$ cat src/rtl/store_buffer_if.sv
// Data-memory port of the store buffer.
// The buffer is the master; the memory is the slave.
interface store_buffer_if #(
  parameter int AW = 24,
  parameter int DW = 24
);
  logic [AW-1:0] MemAddress;
  logic [DW-1:0] MemWriteData;
  logic          MemWrite;
  logic          MemRead;
  logic [DW-1:0] MemReadData;

  modport master (
    output MemAddress,
    output MemWriteData,
    output MemWrite,
    output MemRead,
    input  MemReadData
  );

  modport slave (
    input  MemAddress,
    input  MemWriteData,
    input  MemWrite,
    input  MemRead,
    output MemReadData
  );
endinterface

$ cat src/rtl/store_buffer.sv
// Posted-write buffer in front of a 3-byte-word data memory.
// Loads forward from the youngest buffered store or read memory.
module store_buffer #(
  parameter int DEPTH = 4,
  parameter int AW    = 24,
  parameter int DW    = 24
) (
  input  logic                   Clock,
  input  logic                   ResetN,
  input  logic [AW-1:0]          CpuAddress,
  input  logic [DW-1:0]          CpuWriteData,
  input  logic                   CpuMemWrite,
  input  logic                   CpuMemRead,
  input  logic                   DrainReq,
  output logic [DW-1:0]          CpuReadData,
  output logic                   Stall,
  output logic [$clog2(DEPTH):0] Count,
  output logic                   Empty,
  store_buffer_if.master         bus
);
  localparam int PW = $clog2(DEPTH);

  logic [AW-1:0] addr_q [DEPTH];
  logic [DW-1:0] data_q [DEPTH];
  logic [PW-1:0] head_q;
  logic [PW-1:0] tail_q;
  logic [PW:0]   count_q;

  logic          is_st;
  logic          is_ld;
  logic          full;
  logic          drain;
  logic          enq;
  logic          rd_miss;
  logic          any_hit;
  logic [DW-1:0] fwd;

  logic [DEPTH-1:0] valid;
  logic [DEPTH-1:0] hit;
  logic [DEPTH-1:0] ovl;

  logic [AW-1:0] ap1, ap2, am1, am2;

  assign ap1 = CpuAddress + AW'(1);
  assign ap2 = CpuAddress + AW'(2);
  assign am1 = CpuAddress - AW'(1);
  assign am2 = CpuAddress - AW'(2);

  // An entry is live when its distance from head is below count.
  always_comb begin
    logic [PW-1:0] age;
    valid = '0;
    hit   = '0;
    ovl   = '0;
    age   = '0;
    for (int i = 0; i < DEPTH; i++) begin
      age      = PW'(i) - head_q;
      valid[i] = {1'b0, age} < count_q;
      hit[i]   = valid[i] &&
                 (addr_q[i] == CpuAddress);
      ovl[i]   = valid[i] &&
                 (addr_q[i] == ap1 ||
                  addr_q[i] == ap2 ||
                  addr_q[i] == am1 ||
                  addr_q[i] == am2);
    end
  end

  // Walk oldest to youngest so the last hit wins.
  always_comb begin
    logic [PW-1:0] idx;
    fwd     = '0;
    any_hit = 1'b0;
    idx     = '0;
    for (int k = 0; k < DEPTH; k++) begin
      idx = head_q + PW'(k);
      if (hit[idx]) begin
        fwd     = data_q[idx];
        any_hit = 1'b1;
      end
    end
  end

  assign is_st = CpuMemWrite;
  assign is_ld = CpuMemRead && !CpuMemWrite;
  assign Empty = (count_q == '0);
  assign full  = (count_q == (PW+1)'(DEPTH));
  assign Count = count_q;

  assign Stall = (DrainReq && !Empty) ||
                 (is_st && full) ||
                 (is_ld && |ovl);

  assign drain   = !Empty &&
                   (!(is_st || is_ld) || Stall);
  assign enq     = is_st && !Stall;
  assign rd_miss = is_ld && !Stall && !any_hit;

  assign CpuReadData = (is_ld && any_hit) ?
                       fwd : bus.MemReadData;

  always_comb begin
    bus.MemAddress   = '0;
    bus.MemWriteData = '0;
    bus.MemWrite     = 1'b0;
    bus.MemRead      = 1'b0;
    unique case (1'b1)
      drain: begin
        bus.MemAddress   = addr_q[head_q];
        bus.MemWriteData = data_q[head_q];
        bus.MemWrite     = 1'b1;
      end
      rd_miss: begin
        bus.MemAddress = CpuAddress;
        bus.MemRead    = 1'b1;
      end
      default: ;
    endcase
  end

  // Enqueue and drain are mutually exclusive by construction.
  always_ff @(posedge Clock or negedge ResetN) begin
    if (!ResetN) begin
      head_q  <= '0;
      tail_q  <= '0;
      count_q <= '0;
      for (int i = 0; i < DEPTH; i++) begin
        addr_q[i] <= '0;
        data_q[i] <= '0;
      end
    end else if (enq) begin
      addr_q[tail_q] <= CpuAddress;
      data_q[tail_q] <= CpuWriteData;
      tail_q         <= tail_q + PW'(1);
      count_q        <= count_q + (PW+1)'(1);
    end else if (drain) begin
      head_q  <= head_q + PW'(1);
      count_q <= count_q - (PW+1)'(1);
    end
  end
endmodule

$ cat src/flat_wrapper.sv
// flat-port wrapper written by rule: the top's interface ports become plain ports
module store_buffer_flat 
#(
  parameter int DEPTH = 4,
  parameter int AW    = 24,
  parameter int DW    = 24
)
  (Clock, ResetN, CpuAddress, CpuWriteData, CpuMemWrite, CpuMemRead, DrainReq, CpuReadData, Stall, Count, Empty, bus_MemAddress, bus_MemWriteData, bus_MemWrite, bus_MemRead, bus_MemReadData);
  store_buffer_if #(.AW(AW), .DW(DW)) bus_i ();
  input  logic Clock;
  input  logic ResetN;
  input  logic [AW-1:0] CpuAddress;
  input  logic [DW-1:0] CpuWriteData;
  input  logic CpuMemWrite;
  input  logic CpuMemRead;
  input  logic DrainReq;
  output logic [DW-1:0] CpuReadData;
  output logic Stall;
  output logic [$clog2(DEPTH):0] Count;
  output logic Empty;
  output wire logic [$bits(bus_i.MemAddress)-1:0] bus_MemAddress;
  output wire logic [$bits(bus_i.MemWriteData)-1:0] bus_MemWriteData;
  output wire logic [$bits(bus_i.MemWrite)-1:0] bus_MemWrite;
  output wire logic [$bits(bus_i.MemRead)-1:0] bus_MemRead;
  input wire logic [$bits(bus_i.MemReadData)-1:0] bus_MemReadData;
  assign bus_MemAddress = bus_i.MemAddress;
  assign bus_MemWriteData = bus_i.MemWriteData;
  assign bus_MemWrite = bus_i.MemWrite;
  assign bus_MemRead = bus_i.MemRead;
  assign bus_i.MemReadData = bus_MemReadData;
  store_buffer #(.DEPTH(DEPTH), .AW(AW), .DW(DW)) u_core (.Clock(Clock), .ResetN(ResetN), .CpuAddress(CpuAddress), .CpuWriteData(CpuWriteData), .CpuMemWrite(CpuMemWrite), .CpuMemRead(CpuMemRead), .DrainReq(DrainReq), .CpuReadData(CpuReadData), .Stall(Stall), .Count(Count), .Empty(Empty), .bus(bus_i));
endmodule
$ cat config.mk
export PLATFORM = sky130hd
export DESIGN_NAME = store_buffer_flat
export DESIGN_NICKNAME = d
export VERILOG_FILES = /design/src/rtl/store_buffer_if.sv /design/src/rtl/store_buffer.sv /design/src/flat_wrapper.sv
export SDC_FILE = /design/constraint.sdc
export NUM_CORES = 1
export LEC_CHECK = 0
export ABC_AREA = 1
export CAP_MARGIN = 40
export CELL_PAD_IN_SITES_DETAIL_PLACEMENT = 2
export CELL_PAD_IN_SITES_GLOBAL_PLACEMENT = 2
export CORE_MARGIN = 3
export CORE_UTILIZATION = 29
export CTS_BUF_LIST = sky130_fd_sc_hd__clkbuf_4
export CTS_CLUSTER_SIZE = 24
export DETAILED_ROUTE_END_ITERATION = 16
export PLACE_DENSITY = 0.86
export SLEW_MARGIN = 20
export SYNTH_ARGS = -nofsm -noshare
export SYNTH_HDL_FRONTEND = slang
export SYNTH_SLANG_ARGS = --single-unit
$ cat constraint.sdc
create_clock -name Clock -period 5.2 [get_ports Clock]
set_clock_uncertainty 0.1 [all_clocks]
set_input_delay 1.04 -clock Clock [delete_from_list [all_inputs] [get_ports Clock]]
set_output_delay 1.04 -clock Clock [all_outputs]
set_load 0.01 [all_outputs]
==> results of run 1 <==
per-stage QoR:
stage          hold slack, ns  std cells  area [µm²]  setup WS (ns)  TNS (ns)
2_1_floorplan           0.353       3423       19900         0.0705         0
3_5_place_dp            0.381       4979       27600          -2.02   -204.12
3_3_place_gp            0.368       4979       27600          -1.69   -135.12
cells in the mapped netlist (52+ instances only):
| cell | count |
|---|---|
| a21oi_1 | 62 |
| o21ai_1 | 177 |
| nand4_1 | 53 |
| inv_1 | 300 |
| nand2_1 | 1311 |
| o22ai_1 | 52 |
| nand3_1 | 196 |
| o21ai_0 | 201 |
| xor2_1 | 122 |
| dfrtp_1 | 199 |
| clkbuf_1 | 86 |
| nor2_1 | 343 |
kinds of logic after synthesis:
kind of cell / count (synthesis) / synth area share
multiplexers: 25 / 0.0126
buffers and inverters: 475 / 0.0964
XOR/XNOR: 168 / 0.0746
AND/OR/NAND/NOR: 1996 / 0.410
flip-flops: 199 / 0.250
AO/OA/AOI/OAI: 547 / 0.148
adder cells (fa/ha/maj): 13 / 0.00855
==> impl_metrics.ini, run 1 <==
[synthesis]
yosysWarningCount = 0
ys_async_sr_fraction = 1.00
synth_top_area_cell = dfrtp_1
syn_area_um2 = 19900
yosysUniqueCellTypes = 42
seq_area_frac_synth = 0.250
synth_fp_nets = 3513
synth_area_leaders = dfrtp_1 (25%), nand2_1 (25%), nor2_1 (6.5%)
syn_area_per_cell_um2 = 5.82
ys_ff_latch = 199
synthFlopType = dfrtp_1
netlist.area_leader.share = 0.250
synth_edf_count = 0
synth_cells = 3423

[floorplan]
rows = 95
die_w_um = 268
start_util = 0.294
die_y_um = 268
ioPinCount = 156

[placement]
hpwl_mm = 123
gp_congestion = 1.09
port_buffers = 155

[clock_network]
cts_made_buffers = 17
cts_resized = 1263
clockRootBuffer = clkbuf_4
cts.htree.levels = 4
clkSinkCount = 199
cts_hold_buffers = 0
post_cts_buffers = 135
cts_max_path_buffers = 2

[status]
run_status = aborted with a tool error
stop_stage = 4_1_cts
error = [ERROR DPL-0033] detailed placement checks failed during check placement.
==> run 2, diff against run 1 <==
Settings changed: CELL_PAD_IN_SITES_DETAIL_PLACEMENT 2 to unset, CELL_PAD_IN_SITES_GLOBAL_PLACEMENT 2 to unset, CORE_UTILIZATION 29 to 20, CTS_BUF_LIST sky130_fd_sc_hd__clkbuf_4 to unset, CTS_CLUSTER_SIZE 24 to unset, PLACE_DENSITY 0.86 to unset, PLACE_DENSITY_LB_ADDON set to 0.15.
Clock period 5.2 ns to 6.8 ns, I/O delays scaled along.
==> run 2 against run 1 <==
- the flow now finishes without violations
- synthesized cell count unchanged
- area after synthesis unchanged
==> impl_metrics.ini, run 2 <==
[grt]
grt_use_total = 0.236
grt_overflow_total = 0
use_met1 = 0.321
grt_start_max_net_pins = 104
grt_pass1_vias = 24100
antenna_found_initial = 3
use_met2 = 0.379
grt_pass1_wl_mm = 175
use_met3 = 0.0379
grt.busiest_layer = met2

[route]
ant_nets = 0
drt_iter0_markers = 2452
vias = 25000
routed_wl_mm = 123
viasPerCell = 4.66
drt_first_pass_iters = 5
wire_per_inst_um = 22.9
drc = 0

[clock_network]
clockRootBuffer = clkbuf_16
cts_tree = yes
cts.htree.levels = 4
cts_made_buffers = 17
clock_latency_ns = 0.55
clkSinkCount = 199
cts_max_path_buffers = 2
clkTransAtPathRegs_ns = 0.09
cts_hold_buffers = 0

[floorplan]
core_area_um2 = 98600
fp.dieArea_um2 = 103000
start_util = 0.202
die_w_um = 321
ioPinCount = 156
rows = 115
die_y_um = 321

[power]
max-vdd-ir-drop_uv = 214
powerDensity_nw_per_um2 = 420
leakagePower_nw = 14.3

[synthesis]
ys_top_cells_by_count = nand2_1 (1311), nor2_1 (343), inv_1 (300)
syn_area_per_cell_um2 = 5.82
synth_cells = 3423
yosysUniqueCellTypes = 42
yosysWarningCount = 0
synth_fp_nets = 3513
synthFlopType = dfrtp_1
ys_async_sr_fraction = 1.00
seq_area_frac_synth = 0.250
synth_area_leaders = dfrtp_1 (25%), nand2_1 (25%), nor2_1 (6.5%)
netlist.area_leader.share = 0.250
yosys.cell_count.top_type = nand2_1
synth_top_area_cell = dfrtp_1
ys_ff_latch = 199
syn_area_um2 = 19900
synth_edf_count = 0

[worst_setup_path]
reg2reg_setup_slack_ns = 3.03
worstSetupPathType = primary input to output pin
cp_slowest_cell = clkdlybuf4s50_1
worstPathMaxFanout = 6
path_cells = clkdlybuf4s50_1 -> buf_4 -> buf_4 -> buf_4 -> xor2_2 -> buf_4 -> buf_4 -> nor4_4 -> nand2_2 -> nor3_4 -> buf_4 -> nand4_1 -> o21ai_2 -> inv_2 -> o21ai_4 -> buf_12 -> bufbuf_16 -> nand3_1 -> nand3_1 -> o211ai_1 -> a21oi_2 -> clkdlybuf4s15_2
worstReg2RegEnd = u_core.addr_q[73]$_DFFE_PN0P_
cp_num_buf_inv = 11
slowest_delay_ns = 0.41
required_ns = 5.34
cp.arrival_ns = 5.23
r2r-start = u_core.addr_q[18]$_DFFE_PN0P_
end_kind = output pin
crit_family = buffers and inverters
start_kind = primary input
r2r_cells = 19
cp_common_cell = buf_4

[sta]
setup_tns_ns = 0
tightest_slew_ns = 0.881
fin_crit_ns = 6.69
post-route-period-util = 0.984
timing.final.hold_violations = 0
relSlewSlack = 0.413
slew_viol_final = 0
fmax_mhz = 149
whs_ns = 0.393
setup_viol = 0

[hold_path]
hold_depth = 2
min_delay_worst_endpoint = u_core.data_q[4]$_DFFE_PN0P_
hold_path.class = register to register
hp-start = u_core.data_q[4]$_DFFE_PN0P_

[layout]
drive_gt1_frac = 0.215
area_delta_synth_final_pct = 44.2
layout_commonest_cell = nand2_1
fin_util = 0.291
fin_nets = 4163
layout_common_cells = nand2_1 (1291), buf_4 (583), nor2_1 (306)
fill_cells = 11200

[placement]
hpwl_mm = 99.8
port_buffers = 155
gp_congestion = 1.02

[status]
run_status = finished, final reports clean

[run]
drv_cap = 0
[run 2: cells by family after synthesis]
kind of cell | synth area share
AND/OR/NAND/NOR | 0.410
AO/OA/AOI/OAI | 0.148
buffers and inverters | 0.0964
flip-flops | 0.250
XOR/XNOR | 0.0746
multiplexers | 0.0126
adder cells (fa/ha/maj) | 0.00855
[run 2: worst max-delay path by stage]
stage,from,endpoint,slack (ns),cells past startpoint
finish,CpuAddress[15],CpuReadData[1],0.11,22
global route,CpuAddress[15],CpuReadData[14],-0.007,23
CTS,CpuAddress[15],CpuReadData[5],-0.004,22
detailed placement,CpuAddress[1],bus_MemAddress[12],-0.69,26
global placement,CpuAddress[1],bus_MemAddress[6],-0.69,26
floorplan,CpuAddress[1],bus_MemAddress[10],1.03,27
[run 2: what timing repair did]
item	CTS	global route
resized for setup	210	83
setup endpoints to repair	75	70
gates cloned	2	0
buffers inserted	7	2
pin swaps	23	12
[run 2: report_power, final]
group	total, mW	internal, mW	switching [mW]
Clock	1.13	0.498	0.631
Combinational	8.53	3.23	5.30
Sequential	2.39	1.72	0.672
Total	12.1	5.45	6.60
[run 2: area by class of cell]
cell class                      instances  area, µm²  area share
Sequential cell                       199       4980       0.174
Tap cell                             1287       1610      0.0561
Multi-Input combinational cell       2749      13500       0.471
Clock buffer                           17        425      0.0148
Inverter                              315       1190      0.0415
Timing Repair Buffer                  791       6800       0.237
Clock inverter                         15        171     0.00597
Antenna cell                            1       2.50   0.0000872
[run 2: through the flow]
| stage | power [mW] | setup slack (ns) | instance area (µm²) | instances |
|---|---|---|---|---|
| floorplan | 6.44 | 1.03 | 19900 | 3423 |
| global placement | 10.9 | -0.692 | 27600 | 5328 |
| detailed placement | 10.9 | -0.689 | 27600 | 5329 |
| CTS | 12.0 | -0.00427 | 28600 | 5370 |
| global route | 13.0 | -0.00738 | 28700 | 5373 |
| finish | 12.1 | 0.108 | 28700 | 5374 |
[run 2: layer usage]
metal / wire length (µm) / vias to the layer above / part of all wire
met1: 55800 / 11700 / 0.45
met2: 55700 / 913 / 0.45
met5: 20 / - / 0.00016
met4: 4200 / 2 / 0.034
li1: - / 12200 / -
met3: 7550 / 132 / 0.061
[run 2: worst min-delay path, delay by kind of cell (launching register included)]
family             cells  cell delay (ns)
DFF                    1             0.35
and+or+nand+nor        1             0.05
AOI/OAI and AO/OA      1             0.06
No activity file was read; power rests on OpenSTA's default activity.
